$ cat src/rtl/blackjack_pkg.sv
// Shared blackjack definitions: deck geometry, shoe FSM states and the
// rank-to-value mapping used by both the shoe and the game FSM.
package blackjack_pkg;

  localparam int DECK_SIZE  = 52;
  localparam int RANKS      = 13;
  localparam int FACE_VALUE = 10;

  typedef enum logic [1:0] {
    READY   = 2'd0,
    SHUFFLE = 2'd1,
    PROBE   = 2'd2,
    DELIVER = 2'd3
  } shoe_state_t;

  // Blackjack value of a rank 1..13: Ace counts 1 here, J/Q/K count 10.
  function automatic logic [3:0] rank_to_value(input logic [3:0] rank);
    return (rank > 4'(FACE_VALUE)) ? 4'(FACE_VALUE) : rank;
  endfunction

endpackage

$ cat src/rtl/card_lfsr16.sv
// 16-bit Galois LFSR (taps 16'hB400) that advances every cycle; it is the
// randomness source for picking a starting card slot in the shoe.
module card_lfsr16 #(
  parameter logic [15:0] SEED = 16'hACE1
) (
  input  logic        clk,
  input  logic        reset,
  output logic [15:0] state_o
);

  localparam logic [15:0] TAPS = 16'hB400;

  logic [15:0] state_q;
  logic [15:0] state_d;

  // Right-shifting Galois step: the bit shifted out feeds back into the taps.
  always_comb begin
    state_d = {1'b0, state_q[15:1]} ^ (state_q[0] ? TAPS : 16'h0000);
  end

  // State register; the seed must be non-zero or the sequence locks at zero.
  always_ff @(posedge clk or posedge reset) begin
    if (reset) begin
      state_q <= SEED;
    end else begin
      state_q <= state_d;
    end
  end

  assign state_o = state_q;

endmodule

$ cat src/rtl/card_shoe.sv
// Single 52-card shoe dealing without replacement. A draw picks a starting
// slot (LFSR or fixed order) and probes forward past already-dealt slots
// until it finds an undealt card, which is then presented for one cycle.
module card_shoe
  import blackjack_pkg::*;
#(
  parameter logic [15:0] LFSR_SEED = 16'hACE1,
  parameter int          LOW_MARK  = 13
) (
  input  logic       clk,
  input  logic       reset,
  input  logic       draw_req,
  input  logic       shuffle_req,
  input  logic       test_mode,
  output logic       ready,
  output logic       card_valid,
  output logic [3:0] card_rank,
  output logic [3:0] card_value,
  output logic [5:0] cards_left,
  output logic       low_cards
);

  shoe_state_t state_q, state_d;
  logic [DECK_SIZE-1:0] used_q, used_d;
  logic [5:0]  cards_left_q, cards_left_d;
  logic [5:0]  probe_idx_q, probe_idx_d;
  logic        pending_q, pending_d;      // draw waiting behind an auto-reshuffle
  logic        pend_test_q, pend_test_d;  // test_mode captured with that draw
  logic [3:0]  rank_q, rank_d;
  logic [3:0]  value_q, value_d;
  logic        valid_q;
  logic        low_q;

  logic [15:0] lfsr_state;
  logic [5:0]  candidate;
  logic [3:0]  probe_rank;
  logic        probe_hit;
  logic        clear_mask;
  logic        lfsr_unused;

  card_lfsr16 #(
    .SEED(LFSR_SEED)
  ) u_lfsr (
    .clk    (clk),
    .reset  (reset),
    .state_o(lfsr_state)
  );

  // Only the low six LFSR bits choose a slot; the rest are deliberately dropped.
  assign lfsr_unused = ^lfsr_state[15:6];

  // Fold 52..63 back into 0..11 so every raw value maps to a real slot.
  assign candidate = (lfsr_state[5:0] >= 6'(DECK_SIZE)) ?
                     (lfsr_state[5:0] - 6'(DECK_SIZE)) : lfsr_state[5:0];

  // Slot index to rank: suits are laid out as consecutive runs of 13.
  assign probe_rank = 4'(probe_idx_q % 6'(RANKS)) + 4'd1;

  // Next-state logic for the shoe FSM and its datapath registers.
  always_comb begin
    state_d      = state_q;
    cards_left_d = cards_left_q;
    probe_idx_d  = probe_idx_q;
    pending_d    = pending_q;
    pend_test_d  = pend_test_q;
    rank_d       = rank_q;
    value_d      = value_q;
    probe_hit    = 1'b0;
    clear_mask   = 1'b0;

    case (state_q)
      READY: begin
        if (shuffle_req) begin
          // A simultaneous draw is discarded; the shuffle takes priority.
          state_d = SHUFFLE;
        end else if (draw_req) begin
          if (cards_left_q != 6'd0) begin
            state_d     = PROBE;
            probe_idx_d = test_mode ? (6'(DECK_SIZE) - cards_left_q) : candidate;
          end else begin
            // Empty shoe: reshuffle first, then serve the draw.
            state_d     = SHUFFLE;
            pending_d   = 1'b1;
            pend_test_d = test_mode;
          end
        end
      end

      SHUFFLE: begin
        clear_mask   = 1'b1;
        cards_left_d = 6'(DECK_SIZE);
        if (pending_q) begin
          state_d     = PROBE;
          pending_d   = 1'b0;
          probe_idx_d = pend_test_q ? 6'd0 : candidate;
        end else begin
          state_d = READY;
        end
      end

      PROBE: begin
        if (!used_q[probe_idx_q]) begin
          probe_hit    = 1'b1;
          rank_d       = probe_rank;
          value_d      = rank_to_value(probe_rank);
          cards_left_d = cards_left_q - 6'd1;
          state_d      = DELIVER;
        end else begin
          probe_idx_d = (probe_idx_q == 6'(DECK_SIZE - 1)) ? 6'd0 : (probe_idx_q + 6'd1);
        end
      end

      DELIVER: begin
        state_d = READY;
      end

      default: begin
        state_d = READY;
      end
    endcase
  end

  // Per-slot used bits: cleared by a shuffle, set when the probe claims the slot.
  for (genvar gi = 0; gi < DECK_SIZE; gi++) begin : g_used
    assign used_d[gi] = clear_mask ? 1'b0 :
                        (used_q[gi] | (probe_hit && (probe_idx_q == 6'(gi))));
  end

  // State and output registers; card_valid and low_cards look one step ahead
  // so they line up with the DELIVER cycle and the updated count.
  always_ff @(posedge clk or posedge reset) begin
    if (reset) begin
      state_q      <= READY;
      used_q       <= '0;
      cards_left_q <= 6'(DECK_SIZE);
      probe_idx_q  <= 6'd0;
      pending_q    <= 1'b0;
      pend_test_q  <= 1'b0;
      rank_q       <= 4'd0;
      value_q      <= 4'd0;
      valid_q      <= 1'b0;
      low_q        <= 1'b0;
    end else begin
      state_q      <= state_d;
      used_q       <= used_d;
      cards_left_q <= cards_left_d;
      probe_idx_q  <= probe_idx_d;
      pending_q    <= pending_d;
      pend_test_q  <= pend_test_d;
      rank_q       <= rank_d;
      value_q      <= value_d;
      valid_q      <= (state_d == DELIVER);
      low_q        <= (cards_left_d <= 6'(LOW_MARK));
    end
  end

  assign ready      = (state_q == READY);
  assign card_valid = valid_q;
  assign card_rank  = rank_q;
  assign card_value = value_q;
  assign cards_left = cards_left_q;
  assign low_cards  = low_q;

endmodule

$ cat config.mk
export PLATFORM = sky130hd
export DESIGN_NAME = card_shoe
export DESIGN_NICKNAME = d
export VERILOG_FILES = /design/src/rtl/blackjack_pkg.sv /design/src/rtl/card_lfsr16.sv /design/src/rtl/card_shoe.sv
export SDC_FILE = /design/constraint.sdc
export NUM_CORES = 1
export LEC_CHECK = 0
export ABC_AREA = 1
export BUFFER_PORTS_ARGS = -buffer_cell sky130_fd_sc_hd__clkbuf_2
export CAP_MARGIN = 10
export CORE_UTILIZATION = 45
export CTS_BUF_LIST = sky130_fd_sc_hd__clkbuf_4 sky130_fd_sc_hd__clkbuf_8 sky130_fd_sc_hd__clkbuf_16
export CTS_CLUSTER_DIAMETER = 30
export DETAILED_ROUTE_END_ITERATION = 10
export PLACE_DENSITY = 0.71
export SKIP_CTS_REPAIR_TIMING = 1
export SYNTH_ARGS = -nofsm -noshare
export SYNTH_HDL_FRONTEND = slang
export SYNTH_SLANG_ARGS = --single-unit
$ cat constraint.sdc
create_clock -name clk -period 4.75 [get_ports clk]
set_input_delay 0.7125 -clock clk [delete_from_list [all_inputs] [get_ports clk]]
set_output_delay 0.7125 -clock clk [all_outputs]
set_load 0.01 [all_outputs]
==> results of run 1 <==
synthesized netlist by cell type (3+ instances only):
master / n
clkbuf_1: 11
nand2_2: 11
nand3_2: 4
buf_4: 5
nand2_1: 139
inv_1: 104
nand2_4: 5
o21ai_1: 3
inv_2: 8
dfstp_2: 11
o211ai_1: 8
a21oi_1: 70
dfrtp_1: 83
nand3_1: 62
a31oi_1: 4
nor2_1: 38
o21ai_0: 42
nor3_1: 11
buf_2: 8
ha_1: 21
o21a_1: 13
xor2_1: 10
nand3b_1: 3
placed cells by master (no fill, tap or decap), drive strengths merged, types with 2 or more instances in the layout:
cell    netlist  layout
nor2         41      41
nand3        67      67
o21ai        45      45
nand2       155     155
dfrtp        83      83
o31ai         2       2
inv         113     112
o211ai        8       8
clkbuf       11      34
ha           21      21
a21oi        72      72
dfstp        11      11
a31oi         4       4
or2           2       2
clkinv        2       4
a211oi        2       2
xor2         10      10
o21a         13      13
nand4         3       3
buf          16       7
nor3         12      12
nand3b        3       3
a32o          2       2
per-stage QoR:
| step | instance area (µm²) | power [W] | instances | hold WS (ns) |
|---|---|---|---|---|
| detailed placement | 5670 | 0.00323 | 846 | 0.339 |
| finish | 5980 | 0.00399 | 862 | 0.348 |
| floorplan | 5480 | 0.00272 | 702 | 0.331 |
| global route | 5980 | 0.00431 | 862 | 0.353 |
| global placement | 5670 | 0.00317 | 846 | 0.338 |
| CTS | 5980 | 0.00399 | 862 | 0.351 |
cell type report:
cell class                 instances  area (µm²)  area share, %
multi-input combinational        466        2530           42.3
sequential                        94        2370           39.5
inverter                         115         440           7.36
clock buffer                      13         268           4.47
tap                              143         179           2.99
timing repair buffer              28         158           2.63
clock inverter                     3        42.5          0.711
per-layer routing:
layer	vias up	GRT usage, %
li1	2284	-
met1	2153	27.5
met2	134	35.2
met3	30	3.08
met4	0	9.16
met5	-	0
path summary, 6_finish.rpt:
kind,startpoint,to,cells past startpoint
hold / removal,u_lfsr.state_o[9],u_lfsr.state_o[8],0
hold reg to reg,u_lfsr.state_o[9],u_lfsr.state_o[8],0
min in group asynchronous,reset,used_q[44],2
setup reg to reg,probe_idx_q[2],card_value[2],27
max in group asynchronous,reset,used_q[34],3
setup / recovery,probe_idx_q[2],card_value[2],27
logic make-up after synthesis:
group                      after synthesis  share of synthesized area (%)
and+or+nand+nor                        283                           24.0
adders and majority gates               21                           4.79
DFF                                     94                           43.2
xor gates and xnor gates                11                           1.76
buffers and inverters                  142                           10.7
AOI/OAI and AO/OA                      151                           15.6
state kept, by name, summed over array words and instances, names as in the netlist:
name / count
probe_idx_q: 6
card_rank: 4
u_lfsr.state_o: 16
low_cards: 1
pending_q: 1
cards_left: 6
card_valid: 1
state_q: 2
pend_test_q: 1
card_value: 4
used_q: 52
power groups by stage:
| stage | registers (W) | clock network (W) | logic, W |
|---|---|---|---|
| 2_1_floorplan | 0.00104 | 0 | 0.00168 |
| 6_report | 0.00103 | 0.000744 | 0.00221 |
| 4_1_cts | 0.00103 | 0.000755 | 0.00220 |
| 5_1_grt | 0.00105 | 0.000787 | 0.00248 |
| 3_5_place_dp | 0.00104 | 0 | 0.00219 |
| 3_3_place_gp | 0.00104 | 0 | 0.00213 |
==> impl_metrics.tcl, run 1 <==
set metrics [dict create \
    maxSlewHeadroom_pct 37.8 \
    die_h_um 112 \
    dr_wl_met2_um 5750 \
    worstPathRequired_ns 5.04 \
    end_kind "flop" \
    syn-num-nets 728 \
    synth.top_cell.area_share_pct 37.9 \
    ir_worst_vdd_v 0.000652 \
    overflow 0 \
    crit_type "flop to flop" \
    clkTransAtPathRegs_ns 0.07 \
    cts_tree "done" \
    grt_max_degree 57 \
    ioPinCount 22 \
    routed-wl-met3_um 644 \
    internal_power_w 0.00206 \
    routedWlPerCell_um 14.4 \
    num_antenna_cells 0 \
    drc_errors 0 \
    place_congestion 0.901 \
    seq_power_share_pct 25.9 \
    vias_per_cell 5.34 \
    p_per_area_mw_per_mm2 667 \
    status "finished clean" \
    ys_seq_area_share_pct 43.2 \
    grt_pass1_vias 4549 \
    start_util_pct 47.0 \
    cellLeakagePower_nw 2.94 \
    arrival_ns 4.29 \
    cts_max_level 3 \
    synthCells 702 \
    start_kind "flop" \
    dpl.hpwl_um 8560 \
    core_area_mm2 0.0117 \
    synth-seq-cells 94 \
    hp-class "flop to flop" \
    cp_slowest_cell "dfrtp_1" \
    die_x_um 112 \
    synth_area_leaders "dfrtp_1 (38%), nand2_1 (9.5%), inv_1 (7.1%)" \
    cts_buffers 9 \
    nFillCells 1061 \
    path_delay_family "simple AND/OR/NAND/NOR gates" \
    syn_area_mm2 0.00548 \
    path_max_fanout 10 \
    yosysTopAreaCell "dfrtp_1" \
    synth_ff_type "dfrtp_1" \
    skew_ns 0.0123 \
    top_layer_used "met4" \
    track_usage_pct 21.1 \
    crit_path_frequent_cell "nand2_1" \
    pwr-share-comb_pct 55.4 \
    numClockSinks 94 \
    path_buf_inv 6 \
    ys_warn_count 0 \
    setup_violations 0 \
    synth_edf_count 0 \
    rsz0062_at_grt "false" \
    syn2layout_area_growth_pct 9.18 \
    dpl_worst_slack_ns 0.821 \
    ys_types 44 \
    final_util_pct 51.3 \
    swShare_pct 48.3 \
    layout_setup_ws_ns 0.744 \
    antenna_found_initial 0 \
    ant_nets 0 \
    syn_avg_cell_area_um2 7.81 \
    tightest_slew_ns 0.933 \
    cts-root-buf "clkbuf_16" \
    clock.fmax_mhz 250 \
    drv_cap 0 \
    met1Wirelength_um 5670 \
    worstSkewPairLatency_ns 0.34 \
    critical_path.max_stage_delay_ns 0.60 \
    fin_crit_sh_pct 84.3 \
    dr_total_vias 4601 \
    nets 740 \
    cts.path.max_buffers 2 \
    synthArstFlopShare_pct 100 \
    fin_tns_setup_ns 0 \
    hold_viol 0 \
    switching_power_w 0.00193 \
    final_max_slew_viol_count 0 \
    rows 39 \
    drive_above_1_share_pct 13.5 \
    drt-total-wl_um 12400 \
    period_minus_slack_ns 4.01 \
    die_area_mm2 0.0126 \
    clock_power_share_pct 18.6 \
    grt_pass1_wl_um 21300 \
    port_buffers 21 \
    first_iter_violations 302 \
    r2r_slack_ns 0.74 \
    first_pass_iters 5 \
]
(Power assumes the default switching activity.)
==> run 2, diff against run 1 <==
--- a/config.mk
+++ b/config.mk
@@ -12,7 +12,7 @@
 export CTS_BUF_LIST = sky130_fd_sc_hd__clkbuf_4 sky130_fd_sc_hd__clkbuf_8 sky130_fd_sc_hd__clkbuf_16
 export CTS_CLUSTER_DIAMETER = 30
 export DETAILED_ROUTE_END_ITERATION = 10
-export PLACE_DENSITY = 0.71
+export PLACE_DENSITY = 0.74
 export SKIP_CTS_REPAIR_TIMING = 1
 export SYNTH_ARGS = -nofsm -noshare
 export SYNTH_HDL_FRONTEND = slang
==> constraint.sdc (replaced) <==
create_clock -name clk -period 3.2 [get_ports clk]
set_input_delay 0.48 -clock clk [delete_from_list [all_inputs] [get_ports clk]]
set_output_delay 0.48 -clock clk [all_outputs]
set_load 0.01 [all_outputs]
==> run 2 against run 1 <==
Sequential share of layout area down 2.8 points. Setup slack got worse by 0.72 ns. Register-to-register slack got worse by 0.72 ns. Sequential power up 47%. Cell count increased by 3.0%. Highest routed layer unchanged.
==> impl_metrics.tcl, run 2 (same netlist as run 1, synthesis figures left out) <==
set metrics [dict create \
    period_minus_slack_ns 3.18 \
    holdWs_ns 0.302 \
    cts_tree "done" \
    first_pass_iters 5 \
    core_area_mm2 0.0117 \
    regArea_mm2 0.00237 \
    clkTransAtPathRegs_ns 0.07 \
    arrival_ns 3.41 \
    track_usage_pct 22.2 \
    final_max_slew_viol_count 0 \
    ioPinCount 22 \
    first_iter_violations 250 \
    tightest_slew_ns 0.914 \
    met1_usage_pct 27.3 \
    path_max_fanout 5 \
    cts_max_level 3 \
    vias_per_cell 5.48 \
    antenna_found_initial 0 \
    maxSlewHeadroom_pct 39.0 \
    cts-root-buf "clkbuf_16" \
    setup_violations 0 \
    fin_crit_sh_pct 99.2 \
    r2r_slack_ns 0.02 \
    grt_max_degree 54 \
    r2r-start "probe_idx_q[3]" \
    num_antenna_cells 0 \
    ir_worst_vdd_v 0.000679 \
    skew_ns 0.0100 \
    grt_pass1_wl_um 22400 \
    final_common_cell "nand2_1" \
    multiInputGateArea_mm2 0.00273 \
    met2_usage_pct 38.3 \
    critPathLaunch "probe_idx_q[3]" \
    routedWlPerCell_um 15.3 \
    grt_use_met3_pct 4.81 \
    final_util_pct 55.3 \
    worstSkewPairLatency_ns 0.35 \
    start_kind "flop" \
    port_buffers 21 \
    nets 766 \
    nFillCells 1030 \
    dpl.hpwl_um 8840 \
    die_area_mm2 0.0126 \
    largest-register "used_q" \
    crit_type "flop to flop" \
    crit_end "card_value[0]" \
    die_x_um 112 \
    cts.path.max_buffers 2 \
    start_util_pct 47.0 \
    busiest_layer "met2" \
    drc_errors 0 \
    largest_reg_flops 52 \
    hp-class "input port to asynchronous set/reset pin" \
    end_kind "flop" \
    clock.fmax_mhz 315 \
    instances_no_fill 888 \
    status "finished clean" \
    drive_above_1_share_pct 19.9 \
    numClockSinks 94 \
    ant_nets 0 \
    r2r-end "card_value[0]" \
    die_h_um 112 \
    dr_total_vias 4870 \
    syn2layout_area_growth_pct 17.6 \
    reg2reg_depth 26 \
    overflow 0 \
    rsz0062_at_grt "true" \
    place_congestion 0.885 \
    grt_pass1_vias 4866 \
    drt-total-wl_um 13600 \
    cts_buffers 9 \
    p_per_area_mw_per_mm2 1050 \
    drv_cap 0 \
    dp.cells 857 \
    hold_viol 0 \
    worstPathRequired_ns 3.44 \
    final_cell_mix "nand2_1 (131), inv_1 (98), dfrtp_1 (82), a21oi_1 (70), nand3_1 (57)" \
    cellLeakagePower_nw 3.14 \
    rows 39 \
]
[run 2: changes by cell type in the layout (fill, tap and decap cells not counted), moves of 3 or more]
cell,change
nand3_1,-5
ha_4,+6
inv_1,-5
buf_4,+24
ha_1,-6
nand3_2,+3
nand2_2,-4
nand2_4,+12
inv_4,+4
nand2_1,-8
[run 2: per-layer routing]
layer  part of all wire, %  vias to the layer above
met2                    50                      132
met3                   5.0                       25
met4                   1.9                        0
met1                    43                     2376
li1                      -                     2337
met5                     0                        -
[run 2: area by class of cell]
| type | count | area share, % |
|---|---|---|
| inverters | 115 | 6.98 |
| clock buffers | 10 | 3.71 |
| flip-flops and latches | 94 | 36.7 |
| clock inverters | 6 | 1.79 |
| repair buffers | 54 | 5.72 |
| multi-input cells | 466 | 42.3 |
| well taps | 143 | 2.77 |
[run 2: through the flow]
stage	setup WS (ns)	total power (W)	setup TNS, ns	area [µm²]
3_5_place_dp	-0.0583	0.00505	-0.138	5840
5_1_grt	-0.193	0.00731	-0.805	6450
6_report	0.0250	0.00679	0	6450
2_1_floorplan	0.000983	0.00418	0	5560
3_3_place_gp	0.0887	0.00493	0	5840
4_1_cts	-0.0896	0.00634	-0.214	6200
[run 2: worst min path at each step]
| stage | from | endpoint | slack [ns] | cells after the start |
|---|---|---|---|---|
| 5_1_grt | u_lfsr.state_o[7] | u_lfsr.state_o[6] | 0.36 | 0 |
| 3_3_place_gp | u_lfsr.state_o[9] | u_lfsr.state_o[8] | 0.34 | 0 |
| 3_5_place_dp | u_lfsr.state_o[12] | u_lfsr.state_o[11] | 0.34 | 0 |
| 2_1_floorplan | u_lfsr.state_o[9] | u_lfsr.state_o[8] | 0.33 | 0 |
| 4_1_cts | reset | u_lfsr.state_o[8] | 0.33 | 2 |
| 6_report | reset | u_lfsr.state_o[8] | 0.30 | 2 |
[run 2: report_power, final]
| group | switching, W | internal (W) |
|---|---|---|
| clock | 0.000472 | 0.000791 |
| sequential | 0.000126 | 0.00138 |
| combinational | 0.00263 | 0.00140 |
| total | 0.00323 | 0.00357 |
[run 2: worst max-delay path: stages (launching register included)]
cell and delay (ns):
dfrtp_1 0.41, inv_4 0.12, ha_4 0.16, nand2_4 0.06, nand2_4 0.12, nand2_4 0.07, buf_4 0.14, nand2_2 0.08
nand3_2 0.09, inv_2 0.11, nand2_4 0.08, nand2_4 0.08, nand2_4 0.06, nand2_4 0.10, inv_4 0.04, ha_1 0.17
or2_4 0.24, nand3_4 0.13, nand2_4 0.09, nand2_4 0.09, nand2_4 0.06, ha_4 0.26, nand2_1 0.04, nand3_1 0.07
nand3_1 0.08, nand2_1 0.07, nand2_1 0.05
==> run 3, diff against run 2 <==
--- a/config.mk
+++ b/config.mk
@@ -8,11 +8,11 @@
 export ABC_AREA = 1
 export BUFFER_PORTS_ARGS = -buffer_cell sky130_fd_sc_hd__clkbuf_2
 export CAP_MARGIN = 10
-export CORE_UTILIZATION = 45
+export CORE_UTILIZATION = 50
 export CTS_BUF_LIST = sky130_fd_sc_hd__clkbuf_4 sky130_fd_sc_hd__clkbuf_8 sky130_fd_sc_hd__clkbuf_16
 export CTS_CLUSTER_DIAMETER = 30
 export DETAILED_ROUTE_END_ITERATION = 10
-export PLACE_DENSITY = 0.74
+export PLACE_DENSITY = 0.79
 export SKIP_CTS_REPAIR_TIMING = 1
 export SYNTH_ARGS = -nofsm -noshare
 export SYNTH_HDL_FRONTEND = slang
==> run 3 against run 2 <==
Die area down 9.8%. Cell area down 3.1%. Register-to-register slack about the same. Highest routed layer unchanged. Total power down 7.1%. Routed wire length down 2.4%. Hold slack worse by 0.24 ns. Clock skew up 0.0082 ns. Critical path depth up 2. Clock power down 39%. Sequential share of layout area up 1.2 points. Via count down 0.86%. First-iteration DRC count up 36%.
==> impl_metrics.tcl, run 3 (same netlist as run 1, synthesis figures left out) <==
set metrics [dict create \
    final_util_pct 59.7 \
    antenna_found_initial 0 \
    cp_slowest_cell "dfrtp_1" \
    period_minus_slack_ns 3.19 \
    port_buffers 21 \
    critical_path.max_stage_delay_ns 0.41 \
    skew_ns 0.0182 \
    dp.cells 850 \
    numClockSinks 94 \
    final_common_cell "nand2_1" \
    p_per_area_mw_per_mm2 1010 \
    stdcell_area_mm2 0.00625 \
    die_area_mm2 0.0114 \
    r2r_slack_ns 0.01 \
    fin_tns_setup_ns 0 \
    final_max_slew_viol_count 0 \
    dpl.hpwl_um 8640 \
    rsz0062_at_grt "true" \
    worstSkewPairLatency_ns 0.38 \
    worstPathRequired_ns 3.48 \
    crit_path_frequent_cell "nand2_4" \
    cts.path.max_buffers 2 \
    track_usage_pct 23.9 \
    hold_viol 0 \
    cts-root-buf "clkbuf_8" \
    tightest_slew_ns 0.713 \
    dr_total_vias 4828 \
    grt_pass1_wl_um 21500 \
    end_kind "flop" \
    ir_worst_vdd_v 0.000957 \
    overflow 0 \
    routedWlPerCell_um 15.1 \
    arrival_ns 3.47 \
    cts_tree "done" \
    largest_reg_flops 52 \
    clock.fmax_mhz 314 \
    core_area_mm2 0.0105 \
    drv_cap 0 \
    syn2layout_area_growth_pct 14.0 \
    drc_errors 0 \
    start_kind "flop" \
    path_max_fanout 5 \
    vias_per_cell 5.49 \
    grt_max_degree 72 \
    crit_type "flop to flop" \
    dpl-instance-area_mm2 0.00583 \
    first_iter_violations 340 \
    rows 37 \
    fin_crit_sh_pct 99.6 \
    path_delay_family "simple AND/OR/NAND/NOR gates" \
    place_congestion 0.870 \
    status "finished clean" \
    holdWs_ns 0.0586 \
    num_antenna_cells 0 \
    ioPinCount 22 \
    nets 764 \
    die_h_um 107 \
    maxSlewHeadroom_pct 52.3 \
    hp-class "input port to asynchronous set/reset pin" \
    start_util_pct 52.4 \
    grt_pass1_vias 4559 \
    final_cell_mix "nand2_1 (128), inv_1 (98), dfrtp_1 (82), a21oi_1 (70), nand3_1 (58)" \
    cts_buffers 9 \
    clkTransAtPathRegs_ns 0.10 \
    drive_above_1_share_pct 20.1 \
    first_pass_iters 5 \
    instances_no_fill 879 \
    largest-register "used_q" \
    ant_nets 0 \
    setup_violations 0 \
    cts_max_level 3 \
    cellLeakagePower_nw 3.05 \
    die_x_um 107 \
    drt-total-wl_um 13300 \
    path_buf_inv 4 \
]
-- run 3: cell count changes in the layout (fill, tap and decap cells not counted), moves of 2 or more --
cell / before / now
clkbuf_8: 1 / 11
nand2_4: 17 / 15
bufinv_16: 3 / 0
nand2_2: 7 / 12
nand2_1: 131 / 128
inv_2: 9 / 11
inv_4: 5 / 3
clkbuf_16: 9 / 0
-- run 3: metrics by stage --
step                power, W  worst slack (ns)
floorplan            0.00418          0.000983
global placement     0.00490             0.108
detailed placement   0.00503            -0.119
CTS                  0.00582            -0.143
global route         0.00679            -0.208
finish               0.00631            0.0122
-- run 3: final timing paths --
path	end	cells past startpoint	startpoint
setup / recovery	card_value[0]	28	probe_idx_q[3]
hold / removal	u_lfsr.state_o[3]	2	reset
setup reg to reg	card_value[0]	28	probe_idx_q[3]
hold reg to reg	u_lfsr.state_o[8]	0	u_lfsr.state_o[9]
max in group asynchronous	probe_idx_q[2]	3	reset
min in group clk	u_lfsr.state_o[8]	0	u_lfsr.state_o[9]
-- run 3: power breakdown --
group	total, W	leakage (nW)	switching (W)	internal (W)
sequential	0.00150	1.25	0.000122	0.00138
combinational	0.00404	1.71	0.00263	0.00141
clock	0.000773	0.0964	0.000436	0.000337
total	0.00631	3.05	0.00318	0.00313
-- run 3: routing by layer --
layer	global-route usage [%]	vias up	part of all wire (%)
li1	-	2333	-
met1	32.3	2284	45
met2	38.2	176	48
met3	3.95	35	4.8
met4	9.88	0	2.9
met5	0	-	0
-- run 3: worst register-to-register path: cells and delay by family (launching register included) --
kind          cells  cell delay (ns)
fa+ha+maj         4             0.71
flops             1             0.41
simple gates     20             1.65
buf+inv           4             0.33
-- run 3: layout make-up --
class | instances | area, µm²
fillers | 954 | 4220
well taps | 136 | 170
multi-input cells | 466 | 2730
clock buffers | 12 | 159
repair buffers | 52 | 350
clock inverters | 4 | 30.0
inverters | 115 | 445
flip-flops and latches | 94 | 2370
